### src/rtl/phrase_pkg.sv
// phrase_pkg: shared FSM state encoding and default widths for phrase_streamer
package phrase_pkg;
  typedef enum logic [1:0] {IDLE, FETCH, SEND, FIN} state_t;
  localparam int ADDR_W_DEF = 8;
  localparam int DATA_W_DEF = 8;
endpackage

### src/rtl/phrase_streamer.sv
// phrase_streamer: streams a length-limited byte phrase from a read-only RAM
// Ports: clock/reset (sync, active-high); start/base_addr/max_len request a phrase;
// mem_addr/mem_q/mem_wren read the byte RAM (combinational read data);
// byte_data/byte_valid/byte_ready form the output handshake;
// busy, done (one-cycle pulse) and count (bytes accepted) report status.
// Define NUL_TERM_EN to end a phrase early on a 0x00 byte, which is not emitted.
module phrase_streamer
  import phrase_pkg::*;
#(
  parameter int ADDR_W = ADDR_W_DEF,
  parameter int DATA_W = DATA_W_DEF
) (
  input  logic              clock,
  input  logic              reset,
  input  logic              start,
  input  logic [ADDR_W-1:0] base_addr,
  input  logic [ADDR_W-1:0] max_len,
  output logic [ADDR_W-1:0] mem_addr,
  input  logic [DATA_W-1:0] mem_q,
  output logic              mem_wren,
  output logic [DATA_W-1:0] byte_data,
  output logic              byte_valid,
  input  logic              byte_ready,
  output logic              busy,
  output logic              done,
  output logic [ADDR_W-1:0] count
);
  state_t state_q, state_d;
  logic [ADDR_W-1:0] ptr_q, ptr_d, len_q, len_d, count_q, count_d;
  logic [DATA_W-1:0] data_q, data_d;
  logic valid_q, valid_d, done_q, done_d;
  assign mem_addr   = ptr_q;
  assign mem_wren   = 1'b0;
  assign byte_data  = data_q;
  assign byte_valid = valid_q;
  assign busy       = state_q != IDLE;
  assign done       = done_q;
  assign count      = count_q;
  // done is registered out of FIN, so it is seen in the first IDLE cycle;
  // start is held off during that cycle so a new phrase begins after done.
  always_comb begin
    state_d = state_q;
    ptr_d   = ptr_q;
    len_d   = len_q;
    count_d = count_q;
    data_d  = data_q;
    valid_d = valid_q;
    done_d  = state_q == FIN;
    case (state_q)
      IDLE: if (start && !done_q) begin
        ptr_d   = base_addr;
        len_d   = max_len;
        count_d = '0;
        state_d = (max_len == '0) ? FIN : FETCH;
      end
      FETCH: begin
`ifdef NUL_TERM_EN
        if (mem_q == '0) state_d = FIN;
        else begin
          data_d  = mem_q;
          valid_d = 1'b1;
          state_d = SEND;
        end
`else
        data_d  = mem_q;
        valid_d = 1'b1;
        state_d = SEND;
`endif
      end
      SEND: if (byte_ready) begin
        count_d = count_q + ADDR_W'(1);
        ptr_d   = ptr_q + ADDR_W'(1);
        valid_d = 1'b0;
        state_d = (count_q + ADDR_W'(1) == len_q) ? FIN : FETCH;
      end
      FIN: state_d = IDLE;
      default: state_d = IDLE;
    endcase
  end
  always_ff @(posedge clock) begin
    if (reset) begin
      state_q <= IDLE;
      ptr_q   <= '0;
      len_q   <= '0;
      count_q <= '0;
      data_q  <= '0;
      valid_q <= 1'b0;
      done_q  <= 1'b0;
    end else begin
      state_q <= state_d;
      ptr_q   <= ptr_d;
      len_q   <= len_d;
      count_q <= count_d;
      data_q  <= data_d;
      valid_q <= valid_d;
      done_q  <= done_d;
    end
  end
endmodule

### config.mk
export PLATFORM = sky130hd
export DESIGN_NAME = phrase_streamer
export DESIGN_NICKNAME = d
export VERILOG_FILES = /design/src/rtl/phrase_pkg.sv /design/src/rtl/phrase_streamer.sv
export SDC_FILE = /design/constraint.sdc
export NUM_CORES = 1
export LEC_CHECK = 0
export ABC_AREA = 1
export BUFFER_PORTS_ARGS = -buffer_cell sky130_fd_sc_hd__buf_4
export CAP_MARGIN = 25
export CORE_AREA = 2 2 64 66
export CTS_CLUSTER_SIZE = 25
export DETAILED_ROUTE_END_ITERATION = 8
export DIE_AREA = 0 0 66 68
export HOLD_SLACK_MARGIN = 0.02
export PLACE_DENSITY = 0.76
export SYNTH_ARGS = -nofsm -noshare
export SYNTH_HDL_FRONTEND = slang
export SYNTH_SLANG_ARGS = --single-unit
### constraint.sdc
create_clock -name clock -period 1.8 [get_ports clock]
set_input_delay 0.27 -clock clock [delete_from_list [all_inputs] [get_ports clock]]
set_output_delay 0.27 -clock clock [all_outputs]
set_load 0.005 [all_outputs]
# --- Yosys cells after proc, flatten, opt, wreduce, memory -nomap -nowiden ---
# Index checks and enable logic that the tools add are counted.
op_classes:
  add_sub_neg: 2
  multipliers: 0
  div_mod_pow: 0
  n_lt_le_gt_ge: 0
  n_eq_ne: 6
  n_shift: 0
  n_mux: 13
  bitwise: 0
  reduce_logical: 11
ops:
  columns: ["operator", "count"]
  rows:
  - ["8-bit 2-to-1 mux", 4]
  - ["8-bit one-hot mux with 2 select lines", 2]
  - ["8-bit by 1-bit adder with 8-bit output, second input constant", 2]
  - ["8-bit equality test", 1]
  - ["8-bit logical NOT", 1]
  - ["2-bit 2-to-1 mux", 4]
  - ["2-bit one-hot mux with 4 select lines", 1]
  - ["2-bit AND reduction", 3]
  - ["2-bit nonzero test", 3]
  - ["2-bit equality test, second input constant", 2]
  - ["2-bit inequality test, second input constant", 2]
  - ["3-bit AND reduction", 1]
  - ["2-bit by 1-bit equality test with 1-bit output, second input constant", 1]
  - ["2-bit logical NOT", 1]
  - ["1-bit one-hot mux with 2 select lines", 1]
  - ["1-bit logical AND", 1]
  - ["1-bit logical NOT", 1]
  - ["1-bit 2-to-1 mux", 1]
word_totals:
  register_bits: 36
  latch_bits: 0
  ramBits: 0
  rom_bits: 0
  out_inout_bits: 28
  mem_count: 0

# --- Logic depth before layout (Yosys ltp) ---
# Gate-level depths: netlist of run 1.
depth:
  depth_word: 5
  ltp_mapped: 13
  mapped_depth_nobuf: 13

# --- Worst setup path before layout of run 1 ---
# Ideal clock, no wire load.
synth_timing:
  kind: "register -> register"
  from: "register count_q[0], in the netlist count[0]"
  to: "register state_q[1]"
  arrival_ps: 1432
  required_time_ps: 1677
  path_slack_ps: 245
  stages_incl_launch_ff: 12
  cell_sequence: "dfxtp_1 -> ha_1 -> nand3_1 -> nor2_1 -> nand2_1 -> and2_1 -> nor2_1 -> nor2_1 -> nand2_1 -> nand2_1 -> nand2_1 -> a21oi_2"
synth_via:
  elab_chain_cells: 5
synth_rtl:
  columns: ["item", "line_no", "source"]
  rows:
  - ["start, declared", "phrase_streamer.sv:29", "logic [ADDR_W-1:0] ptr_q, ptr_d, len_q, len_d, count_q, count_d;"]
  - ["start signal, assigned", "phrase_streamer.sv:93", "count_q <= count_d;"]
  - ["8-bit by 1-bit adder with 8-bit output", "phrase_streamer.sv:74", "state_d = (count_q + ADDR_W'(1) == len_q) ? FIN : FETCH;"]
  - ["8-bit equality test", "phrase_streamer.sv:74", null]
  - ["2-bit 2-to-1 mux", "phrase_streamer.sv:74", null]
  - ["2-bit 2-to-1 mux", "phrase_streamer.sv:70", "SEND: if (byte_ready) begin"]
  - ["2-bit one-hot mux with 4 select lines", "phrase_streamer.sv:49", "case (state_q)"]
  - ["end signal, assigned", "phrase_streamer.sv:90", "state_q <= state_d;"]
  - ["end, declared", "phrase_streamer.sv:28", "state_t state_q, state_d;"]
# No other way between the ends. The select of a mux whose other input is x is not followed.
# A chain may end at the register's enable or synchronous reset.

# --- Worst setup path after layout of run 1 ---
layout_timing:
  from: "register count_q[1], in the netlist count[1]"
  to: "register state_q[1]"
# The elaborated chain is that of the path after synthesis.

==> flow_summary.toml, run 1 <==
[status]
status = "finished, final reports clean"

[timing]
fin_crit_ps = 1580
whs_ps = 201
setup_tns_ps = 0
rsz0062_at_grt = "no"
finalHoldViolations = 0
setup_viol_count_final = 0
setup_ws_ps = 222
drv_slew = 0
maxClockFrequency_mhz = 634
post-route-period-util = 0.877
final.setup_skew_ps = 6.65

[logic_synthesis]
syn_inst = 261
yosysUniqueCellTypes = 34
synth_top_area_frac = 0.396
synth.cell_area_um2 = 1820
ys_ff_latch = 36
synth_top_area_cell = "dfxtp_1"
syn_nets = 291
synth_warnings = 0
synth_area_leaders = "dfxtp_1 40%, nand2_1 10%, o21ai_0 8.3%"
yosysSeqAreaShare = 0.396
syn_area_per_cell_um2 = 6.97

[drt]
vias = 1845
wl_per_cell_um = 11.7
drtAntennaViolNets = 0
first_pass_iters = 4
drc_errors = 0
drt-vias-per-instance = 4.95
drt_wl_total_um = 4370
drt_iter0_markers = 111

[power]
max-vdd-ir-drop_uv = 513
pwr-share-seq = 0.463
p_int_mw = 1.43
p_switching_mw = 0.520
clockPowerShare = 0.368
total_power_mw = 1.94
p_leak_nw = 1.09
sw_frac_of_total = 0.267
powerDensity_nw_per_um2 = 806
pwr-share-comb = 0.169

[cells_and_area]
final_cell_mix = "60 x buf_4, 50 x nand2_1, 36 x nor2_1, 35 x dfxtp_1, 30 x o21ai_0"
fin_area_um2 = 2410
mostFrequentLayoutCell = "buf_4"
syn2layout_area_growth_pct = 32.8
drive_above_1_share = 0.260
layoutNonFillerInstCount = 373
n_antenna_cell = 0
nets = 352
final_util = 0.626

[cts]
clock_tree.root_cell = "clkbuf_8"
clk_pin_slew_ps = 80
ctsHoldBuffers = 0
cts_tree = "done"
clock_latency_ps = 290
max-clock-path-buffers = 2
cts_made_buffers = 5
h-tree-depth = 2
cts_num_sinks = 36

[floorplan]
rows = 23
dieArea_um2 = 4490
io_pins = 56
initial_core_util = 0.471
core_um2 = 3860
die_y_um = 68
die_w_um = 66

[worst_setup_path]
cp.arrival_ps = 1810
cp-start-kind = "flip-flop"
crit_path_cell_trace = "ha_1 > nand2_1 > nor2_1 > nand2_1 > nand2_1 > nor2_1 > nor2_1 > nand2_1 > nor2_1 > nand2_1 > nand2_1 > nand2_1 > a21oi_2"
rr_worst_depth = 13
crit_type = "flip-flop to flip-flop"
slowest_stage = "dfxtp_2"
critPathRequiredTime_ps = 2030
cpPeakStageDelay_ps = 390
crit_top_cell = "nand2_1"
end_kind = "flip-flop"
cp_max_fo = 6

[job]
drv_cap = 0

[hold_path]
hold_path.class = "input pin to flip-flop"
whs_path_depth = 3

[grt]
overflow = 0
grt_pass1_vias = 1696
grt_use_met2 = 0.381
grt_pass1_wl_um = 7380
grt_usage = 0.216
grt_max_degree = 13
use_met1 = 0.255
antenna_found_initial = 0
grt_use_met3 = 0.0526
grt-busiest-layer = "met2"

[place]
dp_cells = 365
pre_cts_ws_ps = 188
port_buffers = 54
place_hpwl_um = 3300
place_congestion = 0.916
postPlaceCellArea_um2 = 2300
## final timing paths
kind,from,end,slack (ps)
setup / recovery,count[1],state_q[1],220
hold / removal,mem_q[2],byte_data[2],200
setup reg to reg,count[1],state_q[1],220
hold reg to reg,byte_valid,byte_valid,470
## repair_timing
action                                  4_1_cts  5_1_grt
endpoints found under the setup margin        0        1
setup buffers                                 0        0
gates resized for setup                       0        1
endpoints found under the hold margin         0        0
## per-layer routing
layer | vias up | share of wire
met2 | 45 | 0.48
met3 | 9 | 0.048
met5 | - | 0
met1 | 815 | 0.45
met4 | 0 | 0.023
li1 | 976 | -
## power by group through the flow
stage | Clock [mW] | Sequential [mW] | Combinational [mW]
finish | 0.716 | 0.900 | 0.329
global route | 0.769 | 0.909 | 0.368
CTS | 0.725 | 0.899 | 0.333
detailed placement | 0 | 0.917 | 0.331
global placement | 0 | 0.917 | 0.326
floorplan | 0 | 0.912 | 0.176
## registers in the layout, indices dropped and copies added, names as in the netlist
| register | cells |
|---|---|
| mem_addr | 8 |
| done | 1 |
| byte_data | 8 |
| state_q | 2 |
| count | 8 |
| len_q | 8 |
| byte_valid | 1 |
## cell usage after synthesis
cell type / count
nand2_1: 50
dfxtp_1: 36
nor2_1: 36
o21ai_0: 30
nand3_1: 25
inv_1: 24
a21oi_1: 9
nor2_2: 5
o21ai_1: 5
inv_2: 4
buf_2: 3
nand3b_1: 3
o22ai_1: 3
a21oi_2: 2
clkbuf_1: 2
clkinv_1: 2
ha_1: 2
nand4_1: 2
o211ai_1: 2
xnor2_1: 2
a22oi_1: 1
a31oi_1: 1
a32o_1: 1
and2_1: 1
buf_4: 1
conb_1: 1
inv_6: 1
nand2_8: 1
nor2_8: 1
nor3_1: 1
nor3_4: 1
nor4_1: 1
o31ai_1: 1
xor2_1: 1
## cell families after synthesis
family	count (synthesis)	share of synthesized area
AO/OA/AOI/OAI	55	0.167
XOR/XNOR	3	0.0145
adder cells (fa/ha/maj)	2	0.0138
buffers and inverters	37	0.0833
flip-flops	36	0.396
other	1	0.00206
AND/OR/NAND/NOR	127	0.323
## critical path: cells and delay by family, from the launching register on
family,cells,cell delay [ps]
compound gates,1,110
flops,1,390
fa+ha+maj,1,200
simple gates,11,820
## area by class of cell
cell class | count | area (um^2)
Fill cell | 362 | 1440
Multi-Input combinational cell | 188 | 946
Sequential cell | 36 | 722
Timing Repair Buffer | 60 | 450
Inverter | 31 | 121
Clock buffer | 5 | 68.8
Tap cell | 50 | 62.6
Clock inverter | 3 | 42.5
No activity file was read; power rests on OpenSTA's default activity.
==> run 2: changes to the inputs <==
Settings changed: CORE_AREA 2 2 64 66 to 10 10 74 76, DIE_AREA 0 0 66 68 to 0 0 84 86, PLACE_DENSITY 0.76 to 0.74.
Clock period 1.8 ns to 1.4 ns, I/O delays scaled along.
==> run 2 against run 1 <==
Compared with the run above:
- the flow now finishes with violations (setup timing)
- final area rose by 9.0%
- clock power rose by 2%
- worst setup slack got worse by 320 ps
- combinational power rose by 46%
- hold slack got worse by 54 ps
- first-iteration DRC count fell by 24%
- wire length rose by 20%
- flip-flop and latch count did not move
- sequential share of layout area fell by 2.0 points
- via count rose by 7.0%
- sequential power rose by 29%
- die area rose by 61%
- critical path type unchanged
==> flow_summary.toml, run 2 (synthesis gave the netlist of run 1 again) <==
[cts]
h-tree-depth = 2
clock_tree.root_cell = "clkbuf_8"
max-clock-path-buffers = 2
clk_pin_slew_ps = 80
clock_latency_ps = 290
cts_tree = "done"
cts_made_buffers = 5
cts_num_sinks = 36
ctsHoldBuffers = 0

[place]
place_hpwl_um = 4010
dp_cells = 382
port_buffers = 54
postPlaceCellArea_um2 = 2450
place_congestion = 0.888

[drt]
first_pass_iters = 4
drt_iter0_markers = 84
drt_wl_total_um = 5240
drc_errors = 0
drtAntennaViolNets = 0
drt-vias-per-instance = 5.04
vias = 1975
wl_per_cell_um = 13.4

[worst_setup_path]
end_kind = "flip-flop"
cp.buffers_inverters = 0
crit_path_cell_trace = "ha_4 > nand2_4 > nor2_4 > nand2_1 > nand3_1 > nand2_1 > nor2_2 > nand2_1 > nor2_1 > nand2_1 > nand2_1 > nand2_1 > a21oi_2"
r2r_start = "count[1]"
critPathRequiredTime_ps = 1630
cp.arrival_ps = 1730
crit_family = "simple AND/OR/NAND/NOR gates"
crit_type = "flip-flop to flip-flop"
cp-start-kind = "flip-flop"
slowest_stage = "dfxtp_2"
rr_worst_depth = 13
crit_path_start = "count[1]"
path_depth = 13
crit_end = "state_q[1]"
rrSetupSlack_ps = -100
crit_top_cell = "nand2_1"
cpPeakStageDelay_ps = 350
r2r_end = "state_q[1]"
cp_max_fo = 3

[floorplan]
initial_core_util = 0.458
die_y_um = 86
die_w_um = 84
rows = 23
core_um2 = 3970
dieArea_um2 = 7220
io_pins = 56

[grt]
grt_max_degree = 13
grt_pass1_vias = 2009
overflow = 0
grt_pass1_wl_um = 8770
grt_usage = 0.143
antenna_found_initial = 0

[power]
total_power_mw = 2.37
powerDensity_nw_per_um2 = 900
p_leak_nw = 1.20
max-vdd-ir-drop_uv = 724

[status]
violations = "setup timing"
status = "complete, but fails checks"

[cells_and_area]
drive_above_1_share = 0.371
layoutNonFillerInstCount = 392
fin_area_um2 = 2630
final_util = 0.663
syn2layout_area_growth_pct = 44.7
n_antenna_cell = 0
mostFrequentLayoutCell = "buf_4"
nets = 371
final_cell_mix = "79 x buf_4, 44 x nand2_1, 30 x nor2_1, 29 x o21ai_0, 28 x dfxtp_1"

[timing]
fin_crit_ps = 1500
maxClockFrequency_mhz = 666
post-route-period-util = 1.07
final.setup_skew_ps = 8.44
setup_ws_ps = -102
setup_viol_count_final = 1
finalHoldViolations = 0
rsz0062_at_grt = "yes"
setup_tns_ps = -102
drv_slew = 0

[job]
drv_cap = 0

[hold_path]
holdCritStartpoint = "mem_q[6]"
hold_path.class = "input pin to flip-flop"
## run 2: worst register-to-register path: stages, from the launching register on
cell	delay, ps
dfxtp_2	350
ha_4	170
nand2_4	70
nor2_4	100
nand2_1	60
nand3_1	60
nand2_1	60
nor2_2	110
nand2_1	60
nor2_1	120
nand2_1	70
nand2_1	50
nand2_1	50
a21oi_2	110
## run 2: worst min-delay path by stage
stage,to,cells past startpoint
2_1_floorplan,byte_data[0],2
3_3_place_gp,byte_data[5],3
3_5_place_dp,byte_data[3],3
4_1_cts,byte_data[3],3
5_1_grt,byte_data[3],3
6_report,byte_data[6],3
## run 2: power breakdown
group          switching, mW  leakage (nW)  internal (mW)
Sequential            0.0603         0.299           1.10
Combinational          0.238         0.858          0.243
Clock                  0.374        0.0414          0.354
Total                  0.672          1.20           1.70
## run 2: metal layers
metal	GRT usage	wire, um
met5	0	0
met4	0.0457	68
met3	0.0605	425
met2	0.255	2670
met1	0.148	2070
## run 2: metrics by stage
stage	hold slack, ps	worst slack [ps]
after floorplan	345	1.78
after global placement	430	-146
after detailed placement	440	-164
after CTS	141	-83.0
after global routing	150	-260
final	147	-102
## run 2: cell type report
cell class              instances  area [um^2]
fillers                       346         1340
multi-input cells             188         1030
flip-flops and latches         36          733
repair buffers                 79          593
inverters                      31          125
clock buffers                   6         72.6
well taps                      50         62.6
clock inverters                 2         16.3
## run 2: timing repair
item | 4_1_cts | 5_1_grt
endpoints found under the setup margin | 2 | 18
resized for setup | 10 | 17
pin swaps | 5 | 2
hold endpoints to repair | 0 | 0
buffers inserted | 0 | 2
==> run 3: changes to the inputs <==
Settings changed: PLACE_DENSITY 0.74 to default, PLACE_DENSITY_LB_ADDON from default to 0.05.
==> run 3 against run 2 <==
Compared with the run above:
- the run still ends with setup timing left
- combinational power is 1% lower
- wire length is 2.8% lower
- register-to-register slack better by 50 ps
- worst setup slack better by 52 ps
- hold slack worse by 7.9 ps
- core utilization stayed put
- first-iteration DRC count is 27% lower
- via count is 0.46% lower
- clock power is 4.4% lower
- die area stayed put
- critical path type unchanged
- largest cell class unchanged
==> flow_summary.toml, run 3 (synthesis gave the netlist of run 1 again) <==
[cts]
cts_tree = "done"
max-clock-path-buffers = 2
clock_tree.root_cell = "clkbuf_8"
clock_latency_ps = 290
ctsHoldBuffers = 0
cts_made_buffers = 5
cts_num_sinks = 36
clk_pin_slew_ps = 70
h-tree-depth = 2

[worst_setup_path]
end_kind = "flip-flop"
cpPeakStageDelay_ps = 360
rrSetupSlack_ps = -50
crit_type = "flip-flop to flip-flop"
crit_path_start = "count[0]"
r2r_end = "state_q[1]"
crit_path_cell_trace = "buf_4 > inv_2 > nor2_2 > nand3_1 > nand3b_1 > nand3_1 > nor2_1 > nand2_1 > nand2_1 > nand2_1 > a21oi_2"
crit_top_cell = "nand2_1"
cp.arrival_ps = 1680
r2r_start = "count[0]"
critPathRequiredTime_ps = 1630
rr_worst_depth = 11
cp-start-kind = "flip-flop"
slowest_stage = "dfxtp_4"
cp_max_fo = 8
crit_end = "state_q[1]"

[drt]
drt_iter0_markers = 61
wl_per_cell_um = 12.9
drt_wl_total_um = 5090
vias = 1966
drt-vias-per-instance = 5.00
drtAntennaViolNets = 0
first_pass_iters = 4
drc_errors = 0

[floorplan]
rows = 23
core_um2 = 3970
die_w_um = 84
die_y_um = 86
initial_core_util = 0.458
dieArea_um2 = 7220
io_pins = 56

[power]
total_power_mw = 2.34
powerDensity_nw_per_um2 = 889
max-vdd-ir-drop_uv = 671
p_leak_nw = 1.20

[cells_and_area]
nFillCells = 379
regArea_um2 = 734
fin_area_um2 = 2630
n_antenna_cell = 0
nets = 373
multi_input_area_um2 = 1020
drive_above_1_share = 0.362
final_cell_mix = "81 x buf_4, 46 x nand2_1, 33 x nor2_1, 29 x dfxtp_1, 28 x o21ai_0"
syn2layout_area_growth_pct = 44.7
mostFrequentLayoutCell = "buf_4"

[place]
place_congestion = 0.807
postPlaceCellArea_um2 = 2470
place_hpwl_um = 4040
port_buffers = 54

[timing]
post-route-period-util = 1.04
maxClockFrequency_mhz = 690
rsz0062_at_grt = "yes"
fin_crit_ps = 1450
finalHoldViolations = 0
drv_slew = 0
setup_ws_ps = -50.1
final.setup_skew_ps = 5.65
setup_viol_count_final = 1

[grt]
overflow = 0
antenna_found_initial = 0
grt_pass1_vias = 1974
grt_max_degree = 13
grt_pass1_wl_um = 8680
grt_usage = 0.142

[job]
drv_cap = 0

[hold_path]
whs_path_depth = 3
holdCritStartpoint = "mem_q[1]"
hold_path.class = "input pin to flip-flop"

[status]
status = "complete, but fails checks"
violations = "setup timing"
-- run 3: what timing repair did --
item,CTS,global route
setup endpoints to repair,11,13
gates cloned,0,0
pin swaps,2,3
resized for setup,5,21
setup buffers,1,0
-- run 3: critical path: cells and delay by family, from the launching register on --
kind	cells	cell delay (ps)
AOI/OAI and AO/OA	1	100
and+or+nand+nor	8	710
DFF	1	360
buffers and inverters	2	200
-- run 3: final cells by class --
| type | count | share of cell area |
|---|---|---|
| well taps | 50 | 0.0238 |
| clock buffers | 6 | 0.0276 |
| multi-input cells | 188 | 0.389 |
| repair buffers | 81 | 0.231 |
| clock inverters | 1 | 0.00190 |
| flip-flops and latches | 36 | 0.279 |
| inverters | 31 | 0.0471 |
-- run 3: metal layers --
layer | routed length, um | vias to the layer above | GRT usage
li1 | - | 1019 | -
met1 | 2120 | 891 | 0.148
met2 | 2570 | 50 | 0.256
met3 | 341 | 6 | 0.0520
met4 | 56 | 0 | 0.0548
met5 | 0 | - | 0
-- run 3: worst min path at each step --
stage                               to  slack, ps
after floorplan           byte_data[0]        340
after global placement    byte_data[7]        430
after CTS                 byte_data[3]        130
after detailed placement  byte_data[3]        440
after global routing      byte_data[1]        140
final                     byte_data[1]        140
-- run 3: where the power goes --
part	switching, mW	internal, mW
logic	0.232	0.245
registers	0.0666	1.10
clock network	0.358	0.338
-- run 3: metrics by stage --
step / TNS, ps / util / setup slack [ps] / std cells / hold WS [ps]
floorplan: 0 / - / 1.78 / 261 / 345
global placement: -138 / 0.623 / -91.9 / 385 / 430
detailed placement: -244 / 0.623 / -77.1 / 385 / 437
CTS: -52.3 / 0.647 / -52.3 / 393 / 134
global route: -480 / 0.663 / -217 / 393 / 142
finish: -50.1 / 0.663 / -50.1 / 393 / 139
